[src/rtl/mem_bus_if.sv]
// Request/completion and byte-wide memory bus between mem_bus_ctrl and its environment.
// The slave modport is the controller's view; master is the requester/memory side.
interface mem_bus_if;
  logic        readyIn;
  logic        clearIn;
  logic        reqValid;
  logic        reqWrite;
  logic [1:0]  reqSize;
  logic [31:0] reqAddr;
  logic [31:0] reqData;
  logic        busy;
  logic        doneValid;
  logic [31:0] doneData;
  logic [7:0]  memIn;
  logic [7:0]  memOut;
  logic [31:0] memAddr;
  logic        memWrite;
  logic        ioBufferFull;

  modport slave (
    input  readyIn, clearIn, reqValid, reqWrite, reqSize, reqAddr, reqData, memIn, ioBufferFull,
    output busy, doneValid, doneData, memOut, memAddr, memWrite
  );

  modport master (
    output readyIn, clearIn, reqValid, reqWrite, reqSize, reqAddr, reqData, memIn, ioBufferFull,
    input  busy, doneValid, doneData, memOut, memAddr, memWrite
  );
endinterface

[src/rtl/mem_bus_ctrl.sv]
// Serialises 1/2/4-byte load/store requests onto a byte-wide memory/IO bus,
// with UART back-pressure, an IO guard cycle, flush of reads and a global stall.
module mem_bus_ctrl (
  input  logic      clockIn,
  input  logic      resetIn,
  mem_bus_if.slave  bus
);
  typedef enum logic [2:0] {IDLE, READ, WRITE, IO_WAIT, IO_GUARD} state_t;

  state_t      r_state, w_state_nx;
  logic [31:0] r_base, r_buf, r_doneData;
  logic [1:0]  r_last;
  logic [2:0]  r_cnt, w_cnt_nx;
  logic        r_done, w_done_nx;
  logic        w_accept, w_capture, w_is_io;
  logic [1:0]  w_last_req;
  logic [31:0] w_addr_cur, w_capt;
  logic [7:0]  w_byte;

  // Reads use r_cnt as the cycle index 0..N (issue k, capture k-1); writes use it as byte index.
  assign w_addr_cur = r_base + {29'b0, r_cnt};
  assign w_is_io    = (w_addr_cur[17:16] == 2'b11);

  always_comb begin
    case (bus.reqSize)
      2'd0:    w_last_req = 2'd0;
      2'd1:    w_last_req = 2'd1;
      default: w_last_req = 2'd3;
    endcase
  end

  always_comb begin
    w_capt = r_buf;
    case (r_cnt[1:0])
      2'd1: w_capt[7:0]   = bus.memIn;
      2'd2: w_capt[15:8]  = bus.memIn;
      2'd3: w_capt[23:16] = bus.memIn;
      2'd0: w_capt[31:24] = bus.memIn;
    endcase
  end

  always_comb begin
    case (r_cnt[1:0])
      2'd0: w_byte = r_buf[7:0];
      2'd1: w_byte = r_buf[15:8];
      2'd2: w_byte = r_buf[23:16];
      2'd3: w_byte = r_buf[31:24];
    endcase
  end

  always_comb begin
    w_state_nx = r_state;
    w_cnt_nx   = r_cnt;
    w_done_nx  = 1'b0;
    w_accept   = 1'b0;
    w_capture  = 1'b0;
    case (r_state)
      IDLE: begin
        if (bus.reqValid && !bus.clearIn) begin
          w_accept = 1'b1;
          w_cnt_nx = 3'd0;
          if (!bus.reqWrite)
            w_state_nx = READ;
          else if (bus.reqAddr[17:16] == 2'b11 && bus.ioBufferFull)
            w_state_nx = IO_WAIT;
          else
            w_state_nx = WRITE;
        end
      end
      READ: begin
        if (bus.clearIn) begin
          w_state_nx = IDLE;
        end else begin
          w_capture = (r_cnt != 3'd0);
          if (r_cnt == {1'b0, r_last} + 3'd1) begin
            w_state_nx = IDLE;
            w_done_nx  = 1'b1;
          end else begin
            w_cnt_nx = r_cnt + 3'd1;
          end
        end
      end
      WRITE: begin
        if (w_is_io) begin
          w_state_nx = IO_GUARD;
        end else if (r_cnt[1:0] == r_last) begin
          w_state_nx = IDLE;
          w_done_nx  = 1'b1;
        end else begin
          w_cnt_nx = r_cnt + 3'd1;
        end
      end
      IO_WAIT: begin
        if (!bus.ioBufferFull) w_state_nx = WRITE;
      end
      IO_GUARD: begin
        if (r_cnt[1:0] == r_last) begin
          w_state_nx = IDLE;
          w_done_nx  = 1'b1;
        end else begin
          w_state_nx = WRITE;
          w_cnt_nx   = r_cnt + 3'd1;
        end
      end
      default: w_state_nx = IDLE;
    endcase
  end

  // readyIn low holds every register, including a pending done pulse.
  always_ff @(posedge clockIn) begin
    if (resetIn) begin
      r_state    <= IDLE;
      r_cnt      <= 3'd0;
      r_done     <= 1'b0;
      r_base     <= 32'h0;
      r_buf      <= 32'h0;
      r_last     <= 2'd0;
      r_doneData <= 32'h0;
    end else if (bus.readyIn) begin
      r_state <= w_state_nx;
      r_cnt   <= w_cnt_nx;
      r_done  <= w_done_nx;
      if (w_accept) begin
        r_base <= bus.reqAddr;
        r_last <= w_last_req;
        r_buf  <= bus.reqWrite ? bus.reqData : 32'h0;
      end
      if (w_capture) r_buf <= w_capt;
      if (w_done_nx) r_doneData <= (r_state == READ) ? w_capt : 32'h0;
    end
  end

  assign bus.busy      = (r_state != IDLE);
  assign bus.doneValid = r_done;
  assign bus.doneData  = r_doneData;
  assign bus.memWrite  = (r_state == WRITE) && bus.readyIn;
  assign bus.memOut    = (r_state == WRITE) ? w_byte : 8'h0;

  // While stalled mid-read, re-present the byte still awaiting capture.
  always_comb begin
    if (r_state == IDLE)
      bus.memAddr = 32'h0;
    else if (r_state == READ && !bus.readyIn && r_cnt != 3'd0)
      bus.memAddr = w_addr_cur - 32'd1;
    else
      bus.memAddr = w_addr_cur;
  end
endmodule

[src/flat_wrapper.sv]
// flat-port wrapper written by rule: the top's interface ports become plain ports
module mem_bus_ctrl_flat 
  (clockIn, resetIn, bus_readyIn, bus_clearIn, bus_reqValid, bus_reqWrite, bus_reqSize, bus_reqAddr, bus_reqData, bus_memIn, bus_ioBufferFull, bus_busy, bus_doneValid, bus_doneData, bus_memOut, bus_memAddr, bus_memWrite);
  mem_bus_if bus_i ();
  input  logic clockIn;
  input  logic resetIn;
  input wire logic [$bits(bus_i.readyIn)-1:0] bus_readyIn;
  input wire logic [$bits(bus_i.clearIn)-1:0] bus_clearIn;
  input wire logic [$bits(bus_i.reqValid)-1:0] bus_reqValid;
  input wire logic [$bits(bus_i.reqWrite)-1:0] bus_reqWrite;
  input wire logic [$bits(bus_i.reqSize)-1:0] bus_reqSize;
  input wire logic [$bits(bus_i.reqAddr)-1:0] bus_reqAddr;
  input wire logic [$bits(bus_i.reqData)-1:0] bus_reqData;
  input wire logic [$bits(bus_i.memIn)-1:0] bus_memIn;
  input wire logic [$bits(bus_i.ioBufferFull)-1:0] bus_ioBufferFull;
  output wire logic [$bits(bus_i.busy)-1:0] bus_busy;
  output wire logic [$bits(bus_i.doneValid)-1:0] bus_doneValid;
  output wire logic [$bits(bus_i.doneData)-1:0] bus_doneData;
  output wire logic [$bits(bus_i.memOut)-1:0] bus_memOut;
  output wire logic [$bits(bus_i.memAddr)-1:0] bus_memAddr;
  output wire logic [$bits(bus_i.memWrite)-1:0] bus_memWrite;
  assign bus_i.readyIn = bus_readyIn;
  assign bus_i.clearIn = bus_clearIn;
  assign bus_i.reqValid = bus_reqValid;
  assign bus_i.reqWrite = bus_reqWrite;
  assign bus_i.reqSize = bus_reqSize;
  assign bus_i.reqAddr = bus_reqAddr;
  assign bus_i.reqData = bus_reqData;
  assign bus_i.memIn = bus_memIn;
  assign bus_i.ioBufferFull = bus_ioBufferFull;
  assign bus_busy = bus_i.busy;
  assign bus_doneValid = bus_i.doneValid;
  assign bus_doneData = bus_i.doneData;
  assign bus_memOut = bus_i.memOut;
  assign bus_memAddr = bus_i.memAddr;
  assign bus_memWrite = bus_i.memWrite;
  mem_bus_ctrl u_core (.clockIn(clockIn), .resetIn(resetIn), .bus(bus_i));
endmodule
[config.mk]
export PLATFORM = sky130hd
export DESIGN_NAME = mem_bus_ctrl_flat
export DESIGN_NICKNAME = d
export VERILOG_FILES = /design/src/rtl/mem_bus_if.sv /design/src/rtl/mem_bus_ctrl.sv /design/src/flat_wrapper.sv
export SDC_FILE = /design/constraint.sdc
export NUM_CORES = 1
export LEC_CHECK = 0
export BUFFER_PORTS_ARGS = -buffer_cell sky130_fd_sc_hd__buf_2
export CORE_ASPECT_RATIO = 0.8
export CORE_MARGIN = 2
export CORE_UTILIZATION = 32
export CTS_BUF_LIST = sky130_fd_sc_hd__clkbuf_16
export DETAILED_ROUTE_END_ITERATION = 6
export GPL_TIMING_DRIVEN = 0
export HOLD_SLACK_MARGIN = 0.1
export PLACE_DENSITY = 0.63
export SYNTH_ARGS = -nofsm -noshare
export SYNTH_HDL_FRONTEND = slang
export SYNTH_SLANG_ARGS = --single-unit
[constraint.sdc]
create_clock -name clockIn -period 5 [get_ports clockIn]
set_input_delay 0.5 -clock clockIn [delete_from_list [all_inputs] [get_ports clockIn]]
set_output_delay 0.5 -clock clockIn [all_outputs]
set_load 0.05 [all_outputs]
==> results by group, run 1 <==
Power
  • Pwr dens: ~230 nW/um2
  • Switching Fraction: a little under a third
  • LEAKAGE: between 3 and 4 nW
  • Int Pwr: around 1.4 mW
  • VDD IR-drop max: around 150 uV
  • Power, Total: roughly 2.0 mW
  • Part of the power in the clock network: 36.7%
  • Sw Pwr: approximately 0.63 mW
  • Seq pwr share: between 40 and 50%
  • Comb pwr share: a little under a fifth

Global route
  • Largest net degree at the start of global routing: 21
  • First-pass GRT wire length: between 30000 and 40000 um
  • Initial antenna violation count: 2
  • Vias in the first global route: ~6600
  • Total GRT Usage: 19.6%
  • Grt ovf: 0

Min path
  • Hold path depth: 3
  • Hold WC Path Type: in2reg
  • Hold wc startpoint: bus_reqAddr[18]
  • Hold EP: u_core.r_base[18]

Yosys
  • Sequential share of the synthesized area: between 20 and 30%
  • Top cells by count, synth: 140 x nand2_1, 105 x dfxtp_1, 98 x nor2_1
  • Post-Syn Nets: around 1000
  • Post-synth top area share: ~29%
  • Synth warn: 0
  • Synth async-reset ratio: 0%
  • Synth area leaders: dfxtp_1 29%, nand2_1 7.3%, mux2i_1 5.5%, mux2_2 5.1%, nor2_1 5.1%
  • #FFs+latches synth: 105
  • Avg Cell Area, Syn: approximately 7.6 um2
  • Number of enable flip-flop cells after synthesis: 0
  • Cell taking the most area after synthesis: dfxtp_1
  • Mapped Area: 7220 um2
  • Number of library cell types mapped by synthesis: 74
  • Primary FF master, synth: dfxtp_1
  • Post-Synthesis Cells: 945
  • Most frequent cell after synthesis: nand2_1

CTS
  • TritonCTS Buffers: 9
  • Clk pin slew, worst setup/hold paths: 0.08 ns
  • Sink Count: ~110
  • CTS Root Cell: clkbuf_16
  • Clock Latency Late Sink: approximately 0.37 ns
  • CTS H-tree depth: 3
  • Max clock buf depth: 2
  • CTS tree: yes

Drt
  • DR top layer: met4
  • Pre-antenna DRT Iters: 6
  • Wire length on met1: 11600 um
  • Via Count: slightly above 7000
  • DRC: 0
  • Number of DRC markers in iteration 0: 586
  • Met3 WL: around 1800 um
  • Final WL: roughly 24000 um
  • Routed vias/inst: between 5 and 6
  • Routed WL per cell: roughly 17 um
  • Routed wl met2: 9890 um
  • Antenna-violating nets left: 0

Run
  • Max Cap Viol: 0

Cells and area
  • Layout cells sized above 1: 22.2%
  • Fin util: between 30% and 40%
  • Design area: ~8700 um2
  • Area Growth Syn to Fin: 20.5%
  • Final #Nets: ~1200
  • Non-Filler Instances: roughly 1400

Place
  • GPL Wtd Cong: roughly 0.92
  • IO Port Bufs: around 150
  • Dpl hpwl: about 18000 um
  • Dpl cell area: around 8400 um2
  • Total placed cells including tap cells: between 1000 and 1500

Setup path
  • WP data required: about 4.5 ns
  • Crit Path Class: reg2out
  • Critical Path Source Type: flip-flop
  • R2r endpoint: u_core.bus.doneData[28]
  • CP Capture Type: output port
  • Reg-to-reg setup timing slack: ~1.2 ns
  • Crit path arrival time: approximately 4.3 ns
  • R2R cell count: 12
  • R2R Path Start: u_core.r_cnt[0]
  • CP startpoint: u_core.r_cnt[0]
  • Worst-path fanout max: 7

Timing
  • Pins over their slew limit: 0
  • Finish-stage setup viols: 0
  • RSZ-0062 raised after global routing: no
  • Crit path time final: ~4.8 ns
  • Hold Violations, Final: 0
  • Max frequency: between 200 and 250 MHz
  • Crit share post-route: between 90% and 100%
  • Fin Clk Skew: about 0.013 ns
  • Max_slew headroom: approximately half
  • Fin Setup TNS: 0 ns
  • Least-Margin Pin Slew: around 0.77 ns

Floorplanning
  • IO Count: 156
  • Die width: approximately 170 um
  • CORE AREA: between 20000 and 25000 um2
  • Die Ht: between 100 and 150 um
  • Rows: a little under 50
  • Starting Density: approximately 32%
  • Die ar.: about 24000 um2

Status
  • Status: completed
area by class of cell:
type / count / area, um2
diodes: 2 / 5.00
clock inverters: 7 / 75.1
repair buffers: 155 / 778
inverters: 9 / 33.8
multi-input cells: 748 / 4700
well taps: 306 / 383
plain buffers: 81 / 404
fillers: 2390 / 13600
flip-flops and latches: 105 / 2100
clock buffers: 9 / 225
worst max-delay path by stage:
stage | end | slack, ns | depth (start not counted)
floorplan | bus_memAddr[31] | 0.85 | 11
global placement | bus_memAddr[28] | 0.35 | 12
detailed placement | bus_memAddr[28] | 0.34 | 12
CTS | bus_memAddr[30] | 0.02 | 12
global route | bus_memAddr[28] | 0.02 | 11
finish | bus_memAddr[30] | 0.24 | 11
repair_timing:
item / CTS / global route
setup buffers: 0 / 1
pin swaps: 0 / 1
hold buffers: 0 / 0
endpoints found under the setup margin: 3 / 6
cloned: 0 / 0
gates resized for setup: 2 / 4
through the flow:
stage	setup WS (ns)	hold WS, ns
after floorplan	0.850	0.440
after global placement	0.347	0.442
after detailed placement	0.337	0.451
after CTS	0.0233	0.364
after global routing	0.0164	0.376
final	0.244	0.368
cells in the final DEF, fill, tap and decap left out, types with 22 or more instances in the layout:
master,count
mux2_2,33
nor2b_1,22
clkbuf_1,63
o21ai_0,40
nand2_1,140
nor2_1,98
nor3_1,35
dfxtp_1,104
mux2i_1,40
nand3_1,37
xnor2_1,40
a21oi_1,54
buf_2,158
power by group through the flow:
| stage | logic (mW) | clock network [mW] | registers [mW] |
|---|---|---|---|
| detailed placement | 0.358 | 0 | 0.909 |
| floorplan | 0.242 | 0 | 0.901 |
| global route | 0.399 | 0.775 | 0.893 |
| CTS | 0.360 | 0.747 | 0.889 |
| global placement | 0.355 | 0 | 0.908 |
| finish | 0.363 | 0.727 | 0.890 |
cells by family (layout without fill, tap and decap cells):
group	Yosys count	count (layout)	synth area share [%]
xor+xnor	60	60	7.27
fa+ha+maj	11	11	2.01
simple gates	426	426	28.6
compound gates	178	178	16.2
mux	73	73	10.7
flops	105	105	29.1
other cells	0	2	0
buf+inv	92	261	6.17
critical path, stage by stage (launching register included):
cell and delay [ns]:
dfxtp_1 0.40, ha_1 0.26, fa_1 0.45, a21oi_4 0.27, mux2_2 0.22, nand2_1 0.07, o31ai_1 0.45, nand3_2 0.29
or4_4 0.57, or4b_1 0.51, nand2_1 0.11, buf_2 0.27
flip-flops by register name (all words and copies together) (netlist names):
name	count
u_core.r_buf	32
u_core.r_cnt	3
u_core.bus.doneData	32
u_core.r_base	32
u_core.bus.doneValid	1
u_core.r_last	2
u_core.r_state	3
metal layers:
metal  track usage [%]  vias up
met5                 0        -
met4              6.02        0
met3              4.35       34
met2              27.8      240
met1              29.2     3350
li1                  -     3643
Power figures use the tool's default switching activity.
==> run 2, diff against run 1 <==
--- a/config.mk
+++ b/config.mk
@@ -11,4 +11,5 @@
 export CORE_UTILIZATION = 32
 export CTS_BUF_LIST = sky130_fd_sc_hd__clkbuf_16
+export CTS_CLUSTER_SIZE = 25
 export DETAILED_ROUTE_END_ITERATION = 6
 export GPL_TIMING_DRIVEN = 0
==> constraint.sdc (replaced) <==
create_clock -name clockIn -period 5 [get_ports clockIn]
set_input_delay 0.75 -clock clockIn [delete_from_list [all_inputs] [get_ports clockIn]]
set_output_delay 0.75 -clock clockIn [all_outputs]
set_load 0.05 [all_outputs]
==> run 2 against run 1 <==
Compared with the run above: die area is the same; critical path depth is the same; non-clock buffer count grew 3; core utilization grew 0.35 points; sequential power is essentially flat; via count grew 1.3%; critical endpoint unchanged; highest routed layer unchanged.
==> results by group, run 2 (synthesis results as in run 1) <==
Setup path
  • R2R Path Start: u_core.r_cnt[0]
  • CP startpoint: u_core.r_cnt[0]
  • Worst setup endpoint: bus_memAddr[30]
  • R2R cell count: 12 (unchanged)
  • Crit Path Class: reg2out
  • Critical Path Source Type: flip-flop
  • Crit path arrival time: 4.03 ns (-0.23 ns)
  • Worst-path fanout max: 7 (unchanged)
  • WP data required: 4.25 ns (-0.25 ns)
  • Max stage delay cell, worst path: or4_4
  • R2r endpoint: u_core.bus.doneData[28]
  • Worst path cell trace: ha_1 -> fa_1 -> a21o_1 -> nand4_1 -> xor2_2 -> a21boi_4 -> nand3_2 -> or4_4 -> or4b_1 -> nand2_1 -> clkbuf_4
  • Max stage delay on crit path: 0.56 ns (about the same)
  • CP Capture Type: output port
  • Reg-to-reg setup timing slack: 1.26 ns (+0.11 ns)

Min path
  • Hold WC Path Type: reg2reg
  • Hold path depth: 2 (-1)
  • Hold wc startpoint: u_core.r_base[2]

Timing
  • Max frequency: 209 MHz (-0.43%)
  • Fin Setup TNS: 0 ns (unchanged)
  • Crit path time final: 4.78 ns (+0.0206 ns)
  • Least-Margin Pin Slew: 0.817 ns (+0.0470 ns)
  • Finish-stage setup viols: 0 (unchanged)
  • RSZ-0062 raised after global routing: no
  • Max_slew headroom: 45.1% (-3.2 points)
  • Worst hold margin: 0.470 ns (+0.102 ns)
  • Hold Violations, Final: 0 (unchanged)
  • Crit share post-route: 95.5% (+0.41 points)
  • Pins over their slew limit: 0 (unchanged)
  • Fin Clk Skew: 0.0110 ns (-0.00201 ns)

Place
  • GPL Wtd Cong: 0.923 (unchanged)
  • Total placed cells including tap cells: 1405 (unchanged)
  • Dpl hpwl: 18400 um (unchanged)
  • Dpl cell area: 8380 um2 (unchanged)
  • IO Port Bufs: 154 (unchanged)

CTS
  • Clk pin slew, worst setup/hold paths: 0.08 ns (about the same)
  • CTS tree: yes
  • Sink Count: 105 (unchanged)
  • Clock Latency Late Sink: 0.36 ns (about the same)
  • TritonCTS Buffers: 9 (unchanged)
  • Hold Buf Count CTS: 0 (unchanged)
  • CTS H-tree depth: 3 (unchanged)
  • CTS Root Cell: clkbuf_16
  • Max clock buf depth: 2 (unchanged)

Drt
  • Pre-antenna DRT Iters: 6 (unchanged)
  • Via Count: 7358 (+1.3%)
  • Antenna-violating nets left: 0 (unchanged)
  • DRC: 0 (unchanged)
  • Routed WL per cell: 16.8 um (+0.31%)
  • Number of DRC markers in iteration 0: 623 (+6.3%)
  • Routed vias/inst: 5.16 (+1.0%)
  • Final WL: 23900 um (+0.52%)

Cells and area
  • Non-Filler Instances: 1425 (+0.21%)
  • Final #Nets: 1204 (+0.25%)
  • Design area: 8790 um2 (+0.89%)
  • Area Growth Syn to Fin: 21.6%
  • Commonest non-fill, non-tap cell in the layout: buf_2
  • Fin util: 39.4% (+0.35 points)
  • Layout cells sized above 1: 23.1% (+0.93 points)
  • Most frequent cells in the layout: 155 x buf_2, 140 x nand2_1, 103 x dfxtp_1

Power
  • Pwr dens: 226 nW/um2 (-0.66%)
  • LEAKAGE: 3.58 nW (+0.93%)
  • VDD IR-drop max: 149 uV (about the same)

Global route
  • Initial antenna violation count: 2 (unchanged)
  • First-pass GRT wire length: 36600 um (+0.38%)
  • Grt ovf: 0 (unchanged)
  • Largest net degree at the start of global routing: 21 (unchanged)
  • Total GRT Usage: 19.7% (+0.091 points)
  • Vias in the first global route: 6651 (+0.42%)

Floorplanning
  • Starting Density: 32.4% (unchanged)
  • Die ar.: 23800 um2 (unchanged)
  • Die Ht: 138 um (unchanged)
  • CORE AREA: 22300 um2 (unchanged)
  • IO Count: 156 (unchanged)
  • Die width: 172 um (unchanged)
  • Rows: 49 (unchanged)

Run
  • Max Cap Viol: 0 (unchanged)

Status
  • Status: completed
-- run 2: changes by cell type in the layout (fill, tap and decap cells not counted), sizes merged --
cell | before | now
clkbuf | 78 | 81
-- run 2: report_power, final --
part,total (mW),leakage [nW],internal [mW],switching (mW)
Combinational,0.368,2.58,0.135,0.232
Clock,0.727,0.147,0.354,0.373
Sequential,0.891,0.853,0.863,0.0274
Total,1.99,3.58,1.35,0.633
-- run 2: final cells by class --
| cell class | instances | area (um2) |
|---|---|---|
| clock inverter | 7 | 75.1 |
| buffer | 81 | 404 |
| antenna | 2 | 5.00 |
| tap | 306 | 383 |
| clock buffer | 9 | 225 |
| timing repair buffer | 158 | 808 |
| fill | 2384 | 13500 |
| multi-input combinational | 748 | 4750 |
| inverter | 9 | 33.8 |
| sequential | 105 | 2100 |
-- run 2: per-stage QoR --
stage                     total power, mW  worst slack (ns)
after global placement               1.26            0.0973
after global routing                 2.07            0.0518
after CTS                            2.00            0.0113
after detailed placement             1.27            0.0868
final                                1.99             0.223
after floorplan                      1.14             0.600
-- run 2: worst max-delay path, delay by kind of cell, from the launching register on --
kind | cells | cell delay (ns)
XOR/XNOR | 1 | 0.24
AND/OR/NAND/NOR | 5 | 1.58
adder cells (fa/ha/maj) | 2 | 0.69
flip-flops | 1 | 0.37
buffers and inverters | 1 | 0.24
AO/OA/AOI/OAI | 2 | 0.54
-- run 2: worst min path at each step --
stage / to / slack, ns
after global routing: u_core.bus.doneValid / 0.48
after global placement: u_core.bus.doneValid / 0.44
after floorplan: u_core.r_base[0] / 0.44
after CTS: u_core.bus.doneValid / 0.47
final: u_core.r_base[2] / 0.47
after detailed placement: u_core.bus.doneValid / 0.45
-- run 2: repair_timing --
item / 4_1_cts / 5_1_grt
pin swaps: 1 / 1
endpoints found under the setup margin: 7 / 7
gates resized for setup: 8 / 11
setup buffers: 1 / 3
-- run 2: layer usage --
metal / up-vias / track usage (%) / routed length, um
met5: - / 0 / 0
met4: 0 / 6.02 / 497
met3: 36 / 4.35 / 1820
met2: 246 / 27.9 / 10000
met1: 3425 / 29.4 / 11600
li1: 3651 / - / -
